===== src/rtl/hsi_tx_pkg.sv =====
`default_nettype none
// +------------------------------------------------------------------------+
// | hsi_tx_pkg : shared types and CRC constants for the HSI slave TX framer |
// | Revision   : 1.0  initial release  (optional macro HSI_TX_PREAMBLE_EN)  |
// +------------------------------------------------------------------------+
package hsi_tx_pkg;

  localparam logic [15:0] CRC16_POLY = 16'h1021;
  localparam logic [15:0] CRC16_SEED = 16'hFFFF;

  typedef enum logic [2:0] {
    ST_IDLE   = 3'd0,
    ST_FETCH  = 3'd1,
    ST_ISSUE  = 3'd2,
    ST_WAIT   = 3'd3,
    ST_CRC_HI = 3'd4,
    ST_CRC_LO = 3'd5,
    ST_DONE   = 3'd6
`ifdef HSI_TX_PREAMBLE_EN
   ,ST_PRE    = 3'd7
`endif
  } state_t;

  // Tells WAIT which byte kind was just strobed, so it knows where to go next.
  typedef enum logic [1:0] {
    PH_DATA   = 2'd0,
    PH_CRC_HI = 2'd1,
    PH_CRC_LO = 2'd2,
    PH_PRE    = 2'd3
  } phase_t;

endpackage
`default_nettype wire


===== src/rtl/crc16_ccitt_byte.sv =====
`default_nettype none
// +------------------------------------------------------------------------+
// | crc16_ccitt_byte : combinational CRC16-CCITT update, one byte MSB-first |
// | Revision         : 1.0  initial release                                 |
// +------------------------------------------------------------------------+
module crc16_ccitt_byte
  import hsi_tx_pkg::*;
(
  input  logic [15:0] i_crc,
  input  logic [7:0]  i_data,
  output logic [15:0] o_crc
);

  logic [15:0] w_c;

  always_comb begin
    w_c = i_crc ^ {i_data, 8'h00};
    for (int i = 0; i < 8; i++) begin
      w_c = w_c[15] ? ((w_c << 1) ^ CRC16_POLY) : (w_c << 1);
    end
    o_crc = w_c;
  end

endmodule
`default_nettype wire


===== src/rtl/hsi_s_tx_framer.sv =====
`default_nettype none
// +------------------------------------------------------------------------+
// | hsi_s_tx_framer : slave HSI TX framer, source mux + CRC16 trailer       |
// | Revision        : 1.0  initial release  (optional macro HSI_TX_PREAMBLE_EN) |
// +------------------------------------------------------------------------+
module hsi_s_tx_framer
  import hsi_tx_pkg::*;
#(
  parameter  int          NUM_SRC       = 2,
  parameter  int          MAX_LEN       = 256,
  parameter  int          CRC_BYTES     = 2,
  parameter  logic [15:0] CRC_INIT      = CRC16_SEED,
  parameter  logic [7:0]  PREAMBLE_BYTE = 8'h7E,
  localparam int          SRC_W         = (NUM_SRC > 1) ? $clog2(NUM_SRC) : 1,
  localparam int          LEN_W         = $clog2(MAX_LEN + 1)
) (
  input  logic                 clk,
  input  logic                 n_rst,
  input  logic                 clk_en,
  input  logic                 req_valid,
  input  logic [SRC_W-1:0]     req_src,
  output logic                 req_ack,
  input  logic                 rx_err,
  input  logic [NUM_SRC*8-1:0] src_d,
  input  logic [NUM_SRC-1:0]   src_valid,
  input  logic [NUM_SRC-1:0]   src_last,
  output logic [NUM_SRC-1:0]   src_ready,
  output logic [7:0]           cd_d,
  output logic                 cd_d_rdy,
  input  logic                 cd_busy,
  output logic                 busy,
  output logic                 frame_done,
  output logic                 frame_abort,
  output logic                 truncated
);

  state_t               r_state;
  phase_t               r_phase;
  logic [SRC_W-1:0]     r_sel;
  logic [7:0]           r_byte;
  logic                 r_last;
  logic [LEN_W-1:0]     r_count;
  logic [15:0]          r_crc;
  logic                 r_guard;
  logic [7:0]           r_cd_d;
  logic                 r_req_ack;
  logic [NUM_SRC-1:0]   r_src_ready;
  logic                 r_cd_d_rdy;
  logic                 r_done;
  logic                 r_abort;
  logic                 r_trunc;

  logic [7:0]           w_src_byte;
  logic                 w_src_valid;
  logic                 w_src_last;
  logic [NUM_SRC-1:0]   w_sel_onehot;
  logic                 w_req_ok;
  logic                 w_at_max;
  logic [15:0]          w_crc_next;

  always_comb begin
    w_src_byte   = 8'h00;
    w_src_valid  = 1'b0;
    w_src_last   = 1'b0;
    w_sel_onehot = '0;
    for (int i = 0; i < NUM_SRC; i++) begin
      if (32'(r_sel) == i) begin
        w_src_byte      = src_d[i*8 +: 8];
        w_src_valid     = src_valid[i];
        w_src_last      = src_last[i];
        w_sel_onehot[i] = 1'b1;
      end
    end
  end

  assign w_req_ok = (32'(req_src) < NUM_SRC);
  assign w_at_max = (r_count == LEN_W'(MAX_LEN - 1));

  crc16_ccitt_byte u_crc (
    .i_crc  (r_crc),
    .i_data (r_byte),
    .o_crc  (w_crc_next)
  );

  // Pulses are held across disabled cycles and shown only on the next enabled one.
  assign req_ack     = r_req_ack  & clk_en;
  assign src_ready   = r_src_ready & {NUM_SRC{clk_en}};
  assign cd_d_rdy    = r_cd_d_rdy & clk_en;
  assign frame_done  = r_done     & clk_en;
  assign frame_abort = r_abort    & clk_en;
  assign cd_d        = r_cd_d;
  assign truncated   = r_trunc;
  assign busy        = (r_state != ST_IDLE);

`ifndef HSI_TX_PREAMBLE_EN
  logic w_unused_pre;
  assign w_unused_pre = ^PREAMBLE_BYTE;
`endif

  always_ff @(posedge clk or negedge n_rst) begin
    if (!n_rst) begin
      r_state     <= ST_IDLE;
      r_phase     <= PH_DATA;
      r_sel       <= '0;
      r_byte      <= 8'h00;
      r_last      <= 1'b0;
      r_count     <= '0;
      r_crc       <= CRC_INIT;
      r_guard     <= 1'b0;
      r_cd_d      <= 8'h00;
      r_req_ack   <= 1'b0;
      r_src_ready <= '0;
      r_cd_d_rdy  <= 1'b0;
      r_done      <= 1'b0;
      r_abort     <= 1'b0;
      r_trunc     <= 1'b0;
    end else if (clk_en) begin
      r_req_ack   <= 1'b0;
      r_src_ready <= '0;
      r_cd_d_rdy  <= 1'b0;
      r_done      <= 1'b0;
      r_abort     <= 1'b0;
      if ((r_state != ST_IDLE) && rx_err) begin
        r_state <= ST_IDLE;
        r_abort <= 1'b1;
      end else begin
        case (r_state)
          ST_IDLE: begin
            if (req_valid && w_req_ok) begin
              r_sel     <= req_src;
              r_req_ack <= 1'b1;
              r_crc     <= CRC_INIT;
              r_count   <= '0;
              r_trunc   <= 1'b0;
`ifdef HSI_TX_PREAMBLE_EN
              r_state   <= ST_PRE;
`else
              r_state   <= ST_FETCH;
`endif
            end
          end
          ST_FETCH: begin
            if (w_src_valid) begin
              r_byte      <= w_src_byte;
              r_last      <= w_src_last | w_at_max;
              r_src_ready <= w_sel_onehot;
              if (w_at_max && !w_src_last) r_trunc <= 1'b1;
              r_state     <= ST_ISSUE;
            end
          end
          ST_ISSUE: begin
            if (!cd_busy) begin
              r_cd_d     <= r_byte;
              r_cd_d_rdy <= 1'b1;
              r_crc      <= w_crc_next;
              r_count    <= r_count + LEN_W'(1);
              r_phase    <= PH_DATA;
              r_guard    <= 1'b1;
              r_state    <= ST_WAIT;
            end
          end
          // The coder raises cd_busy one cycle after a strobe; skip that cycle.
          ST_WAIT: begin
            if (r_guard) begin
              r_guard <= 1'b0;
            end else if (!cd_busy) begin
              case (r_phase)
                PH_DATA:   r_state <= r_last ? ((CRC_BYTES != 0) ? ST_CRC_HI : ST_DONE) : ST_FETCH;
                PH_PRE:    r_state <= ST_FETCH;
                PH_CRC_HI: r_state <= ST_CRC_LO;
                default:   r_state <= ST_DONE;
              endcase
            end
          end
          ST_CRC_HI: begin
            if (!cd_busy) begin
              r_cd_d     <= r_crc[15:8];
              r_cd_d_rdy <= 1'b1;
              r_phase    <= PH_CRC_HI;
              r_guard    <= 1'b1;
              r_state    <= ST_WAIT;
            end
          end
          ST_CRC_LO: begin
            if (!cd_busy) begin
              r_cd_d     <= r_crc[7:0];
              r_cd_d_rdy <= 1'b1;
              r_phase    <= PH_CRC_LO;
              r_guard    <= 1'b1;
              r_state    <= ST_WAIT;
            end
          end
          ST_DONE: begin
            r_done  <= 1'b1;
            r_state <= ST_IDLE;
          end
`ifdef HSI_TX_PREAMBLE_EN
          ST_PRE: begin
            if (!cd_busy) begin
              r_cd_d     <= PREAMBLE_BYTE;
              r_cd_d_rdy <= 1'b1;
              r_phase    <= PH_PRE;
              r_guard    <= 1'b1;
              r_state    <= ST_WAIT;
            end
          end
`endif
          default: r_state <= ST_IDLE;
        endcase
      end
    end
  end

endmodule
`default_nettype wire

===== config.mk =====
export PLATFORM = sky130hd
export DESIGN_NAME = hsi_s_tx_framer
export DESIGN_NICKNAME = d
export VERILOG_FILES = /design/src/rtl/hsi_tx_pkg.sv /design/src/rtl/crc16_ccitt_byte.sv /design/src/rtl/hsi_s_tx_framer.sv
export SDC_FILE = /design/constraint.sdc
export NUM_CORES = 1
export LEC_CHECK = 0
export CAP_MARGIN = 20
export CORE_AREA = 2 2 75 77
export CTS_CLUSTER_DIAMETER = 100
export DETAILED_ROUTE_END_ITERATION = 10
export DIE_AREA = 0 0 77 79
export GPL_ROUTABILITY_DRIVEN = 0
export PLACE_DENSITY = 0.83
export SLEW_MARGIN = 25
export SYNTH_ARGS = -nofsm -noshare
export SYNTH_HDL_FRONTEND = slang
export SYNTH_SLANG_ARGS = --single-unit
export TNS_END_PERCENT = 50

===== constraint.sdc =====
create_clock -name clk -period 2.4 [get_ports clk]
set_input_delay 0.24 -clock clk [delete_from_list [all_inputs] [get_ports clk]]
set_output_delay 0.24 -clock clk [all_outputs]
set_load 0.02 [all_outputs]

Word-level counts from Yosys, hierarchy flattened
Cells that the tools add are included.
{ "word_totals": {"ff_bits": 56, "latch_bits": 0, "ram_bits": 0, "mem_bits_ro": 0, "in_bits": 27, "output_inout_bits": 16, "word_cells": 125, "memories": 0} }
{ "classes": {"n_addsub": 1, "mul": 0, "n_div": 0, "order_cmp": 0, "n_eq_ne": 21, "shift": 0, "n_mux": 54, "n_bitwise": 16, "n_reduce_logical": 18} }
{ "op_table": {"columns": ["operator", "n"], "rows": [
  ["$mux 13", 8],
  ["$mux 16", 2],
  ["$mux 8", 4],
  ["$pmux 16 s2", 1],
  ["$not 3->3", 8],
  ["$pmux 8 s3", 1],
  ["$mux 3", 7],
  ["$mux 9", 2],
  ["$pmux 9 s2", 1],
  ["$reduce_and 6->1", 3],
  ["$mux 1", 17],
  ["$xor 16x16->16", 1],
  ["$ne 2x2->1 const B", 7],
  ["$mux 2", 6],
  ["$ne 3x3->1 const B", 4],
  ["$pmux 3 s4", 1],
  ["$reduce_and 4->1", 3],
  ["$add 9x1->9 const B", 1],
  ["$eq 3x3->1 const B", 3],
  ["$eq 9x8->1 const B", 1],
  ["$pmux 3 s3", 1],
  ["$eq 3x2->1 const B", 2],
  ["$pmux 2 s3", 1],
  ["$reduce_bool 2->1", 3],
  ["other kinds (16)", 22]
]} }

Logic depth before layout (Yosys ltp)
{ "depth": {"depth_word": 19, "mapped_depth": 8, "depth_no_buf": 8} }

Modules after synthesis
Synthesis repeated with hierarchy kept, for this count alone.
{ "unflattened": {"cells_unflattened": 340, "hier_area_um2": 3293.2} }
{ "by_module_without_submodules": {"columns": ["mod", "n_inst", "cells_each", "area_each_um2", "seq_area_each_um2"], "rows": [
  ["hsi_s_tx_framer", 1, 315, 2924.1, 1421.4],
  ["crc16_ccitt_byte", 1, 25, 369.1, 0.0]
]} }

Least setup slack after synthesis
Ideal clock, no wire load.
{ "synth_timing": {"kind": "reg-to-reg", "startpoint": "reg r_state[0]", "endpoint": "reg r_sel", "setup_time_ps": 128, "arrival_ps": 1524, "required_time_ps": 2272, "slack_ps": 748, "stages_incl_launch_ff": 6, "n_path_buf": 2, "period_less_slack_ps": 1652, "path_cell_list": "dfrtp_1 > buf_6 > or3_1 > buf_2 > nor2_4 > mux2_1"} }
{ "synth_between": {"elab_chain_len": 4, "elab_cells_between_ends": 5, "classes_between": "bitwise: 1; reduce/logical: 4"} }
{ "synth_lines": {"columns": ["element", "line_no", "rtl"], "rows": [
  ["start: declaration", "hsi_s_tx_framer.sv:37", "state_t r_state;"],
  ["start signal: assignment", "hsi_s_tx_framer.sv:168", "PH_DATA: r_state <= r_last ? ((CRC_BYTES != 0) ? ST_CRC_HI : ST_DONE) : ST_FETCH;"],
  ["$reduce_bool 3->1", null, null],
  ["named net busy", "hsi_s_tx_framer.sv:31", "output logic busy,"],
  ["$logic_and 1x1->1", "hsi_s_tx_framer.sv:123", "if ((r_state != ST_IDLE) && rx_err) begin"],
  ["$not 1->1 (no source line)", null, null],
  ["$reduce_and 4->1 (no source line)", null, null],
  ["end signal: assignment", "hsi_s_tx_framer.sv:130", "r_sel <= req_src;"],
  ["end: declaration", "hsi_s_tx_framer.sv:39", "logic [SRC_W-1:0] r_sel;"]
]} }
The timed path passes the listed nets, and every way through them passes these cells.
A chain may end at the register's enable or synchronous reset.

Worst setup path after layout
{ "layout_timing": {"startpoint": "reg r_state[1]", "endpoint": "out busy"} }
{ "layout_between": {"elab_chain_len": 1} }
{ "layout_lines": {"columns": ["element", "line_no", "rtl"], "rows": [
  ["$reduce_bool 3->1", "hsi_s_tx_framer.sv:93", "assign busy = (r_state != ST_IDLE);"],
  ["end: declaration", "hsi_s_tx_framer.sv:31", null]
]} }
Every way passes these cells.

==> flow_summary.toml <==
[yosys]
synth_top_family_by_area = "simple AND/OR/NAND/NOR gates"
muxShareOfSynthArea = 0.06414
yosys_warnings = 0
syn_inst = 294
synthArstFlopShare = 1.000
synth_compound_area_frac = 0.1603
ys_ff_latch = 56
yosys.area_share.simple = 0.1616
ys_dominant_reg_cell = "dfrtp_1"
synth_cell_types = 50
synthAdderAreaFrac = 0.008330
synth-xor-area-share = 0.08746
seq_area_frac_synth = 0.4731
syn_area_um2 = 3004
syn-num-nets = 323
synth_edf_count = 0
synth.avg_cell_area_um2 = 10.22

[drt]
drcViolationCount = 0
dr_wl_met3_um = 186
top_layer_used = "met4"
ant_nets = 0
met1Wirelength_mm = 2.913
met2WireLength_mm = 3.259
drtIter0Drc = 248
wl_per_cell_um = 15.76
dr.pass1.iters = 6
viasPerCell = 5.553
vias = 2271
finalWirelength_mm = 6.444

[setup_path]
critPathArrivalTime_ps = 1930
reg2reg_setup_slack_ps = 450
worstReg2RegEnd = "r_state[0]"
worstSetupStartpointType = "flip-flop"
reg2reg_from = "r_state[0]"
critPathRequiredTime_ps = 2160
reg2reg_depth = 6
crit_fanout = 15
criticalPathCategory = "reg -> out"
endpoint_kind = "primary output"

[die]
core_um2 = 5338
die_h_um = 79
die-width_um = 77
num_rows = 27
ios = 43
start_util = 0.5628
die_area_um2 = 6083

[sta]
fin_crit_ps = 2168
finalSetupViolations = 0
finClkSkew_ps = 5.915
max_freq_mhz = 461.3
rsz0062_at_grt = "false"
slew_viol_final = 0
holdWs_ps = 318.5
fin_ws_ps = 232.2
max_slew_margin = 0.6293
fin_crit_sh = 0.9032
hold_violations = 0
fin_tns_setup_ps = 0
worst_pin_slew_ps = 554.7

[global_routing]
grt_pass1_wl_mm = 11.20
grt_usage = 0.2329
antenna_found_initial = 0
grt_pass1_vias = 2299
grt_overflow = 0
grt_max_degree = 26

[clock_network]
cts_made_buffers = 5
h-tree-depth = 2
clk_latency_ps = 310
clock_path_buffers = 2
clk_pin_slew_worst_paths_ps = 100
cts_tree = "yes"
numClockSinks = 56
cts_root_buf = "clkbuf_8"

[cells_and_area]
drive_above_1_share = 0.1395
finalInstanceArea_um2 = 3607
finalNonFillerCells = 409
multi_input_area_um2 = 1448
antenna_cells = 0
finalNetCount = 365
fillers = 427
seqCellArea_um2 = 1421
area.growth.synth_to_final_pct = 20.07

[status]
status = "complete, no violations"

[power_and_ir_drop]
leakage_nw = 1.504
vdd_drop_max_uv = 530.6
powerDensity_nw_per_um2 = 1203

[place]
dp_cells = 400
pre_cts_ws_ps = 222.3
port_buffers = 42
dpl.hpwl_mm = 4.694
postPlaceCellArea_um2 = 3476

[run]
maxCapViolations = 0

[min_path]
holdCritPathClass = "in -> async"
[cells by family (layout without fill, tap and decap cells)]
family / after synthesis / in the layout
and+or+nand+nor: 90 / 90
AOI/OAI and AO/OA: 71 / 71
DFF: 56 / 56
xor gates and xnor gates: 30 / 30
buffers and inverters: 26 / 69
muxes: 19 / 19
adders and majority gates: 2 / 2
[metal layers]
metal,up-vias,GRT usage
li1,1110,-
met1,1100,0.3111
met2,53,0.3947
met3,8,0.03182
met4,0,0.07857
met5,-,0
[worst max-delay path by stage]
stage / from / to / slack [ps] / cells past startpoint
floorplan: r_state[0] / r_sel / 750 / 5
global placement: rx_err / r_state[0] / 250 / 6
detailed placement: rx_err / r_state[0] / 220 / 6
CTS: r_state[1] / busy / 240 / 2
global route: r_state[1] / busy / 160 / 2
finish: r_state[1] / busy / 230 / 2
[layout make-up]
| cell class | count | share of cell area |
|---|---|---|
| Clock inverter | 2 | 0.01075 |
| Multi-Input combinational cell | 212 | 0.4013 |
| Timing Repair Buffer | 52 | 0.1367 |
| Inverter | 9 | 0.009365 |
| Sequential cell | 56 | 0.3940 |
| Clock buffer | 6 | 0.02289 |
| Tap cell | 72 | 0.02497 |
[where the power goes]
part	leakage (nW)	internal, mW	switching (mW)
combinational	0.747	0.976	1.09
clock	0.0614	0.342	0.306
sequential	0.695	1.33	0.305
total	1.50	2.64	1.70
[worst max-delay path, cell delays in order (launching register included)]
cell	delay, ps
dfrtp_1	540
or3_1	500
clkdlybuf4s50_1	580
[flip-flops by register name, indices dropped and copies added, names as in the netlist]
| signal | cells |
|---|---|
| r_src_ready | 2 |
| r_phase | 2 |
| r_state | 3 |
| r_byte | 8 |
| r_guard | 1 |
| truncated | 1 |
| r_cd_d_rdy | 1 |
| r_last | 1 |
| cd_d | 8 |
| r_done | 1 |
| r_sel | 1 |
| r_count | 9 |
| r_abort | 1 |
| r_req_ack | 1 |
| r_crc | 16 |
[synthesized netlist by cell type, drive strengths merged, types with 3 or more instances]
master	instances	share of area
xnor2	10	0.029
and3	4	0.010
clkbuf	3	0.0037
inv	9	0.011
o22a	17	0.050
nor4	3	0.011
nand3	3	0.0067
nand4	5	0.010
buf	14	0.030
dfstp	16	0.14
nand2	31	0.040
nor2	23	0.034
dfrtp	40	0.33
nand2b	5	0.010
o21ai	25	0.043
nor2b	5	0.013
nor3	3	0.0050
o22ai	3	0.0062
xor2	20	0.058
and2	4	0.0083
a21oi	11	0.020
o21a	3	0.0075
mux2i	17	0.057
o31ai	4	0.010
[per-stage QoR]
step           total power [mW]  utilization
2_1_floorplan             3.106            -
5_1_grt                   4.649       0.6758
6_report                  4.340       0.6758
3_3_place_gp              3.588       0.6512
4_1_cts                   4.357       0.6758
3_5_place_dp              3.672       0.6512
[cell usage in the layout, fill, tap and decap left out, types with 2 or more instances in the layout]
| cell | n |
|---|---|
| clkdlybuf4s50_1 | 41 |
| dfrtp_1 | 40 |
| nand2_1 | 30 |
| nor2_1 | 21 |
| xor2_1 | 20 |
| o22a_1 | 17 |
| mux2i_1 | 17 |
| dfstp_2 | 16 |
| o21ai_1 | 12 |
| o21ai_0 | 12 |
| xnor2_1 | 10 |
| a21oi_1 | 10 |
| inv_1 | 9 |
| buf_4 | 9 |
| clkbuf_8 | 6 |
| nand4_1 | 5 |
| nand2b_1 | 5 |
| and2_1 | 4 |
| nor2b_1 | 4 |
| o31ai_1 | 4 |
| and3_1 | 3 |
| o21a_1 | 3 |
| o22ai_1 | 3 |
| nor3_1 | 3 |
| nand3_1 | 2 |
| nor2_4 | 2 |
| nor4_1 | 2 |
| a21o_1 | 2 |
| ha_1 | 2 |
[timing repair]
action	CTS	global route
buffers inserted	0	0
resized for setup	0	0
hold endpoints to repair	11	0
hold buffers	1	0
Note: power is estimated with default switching activity, not from simulation.
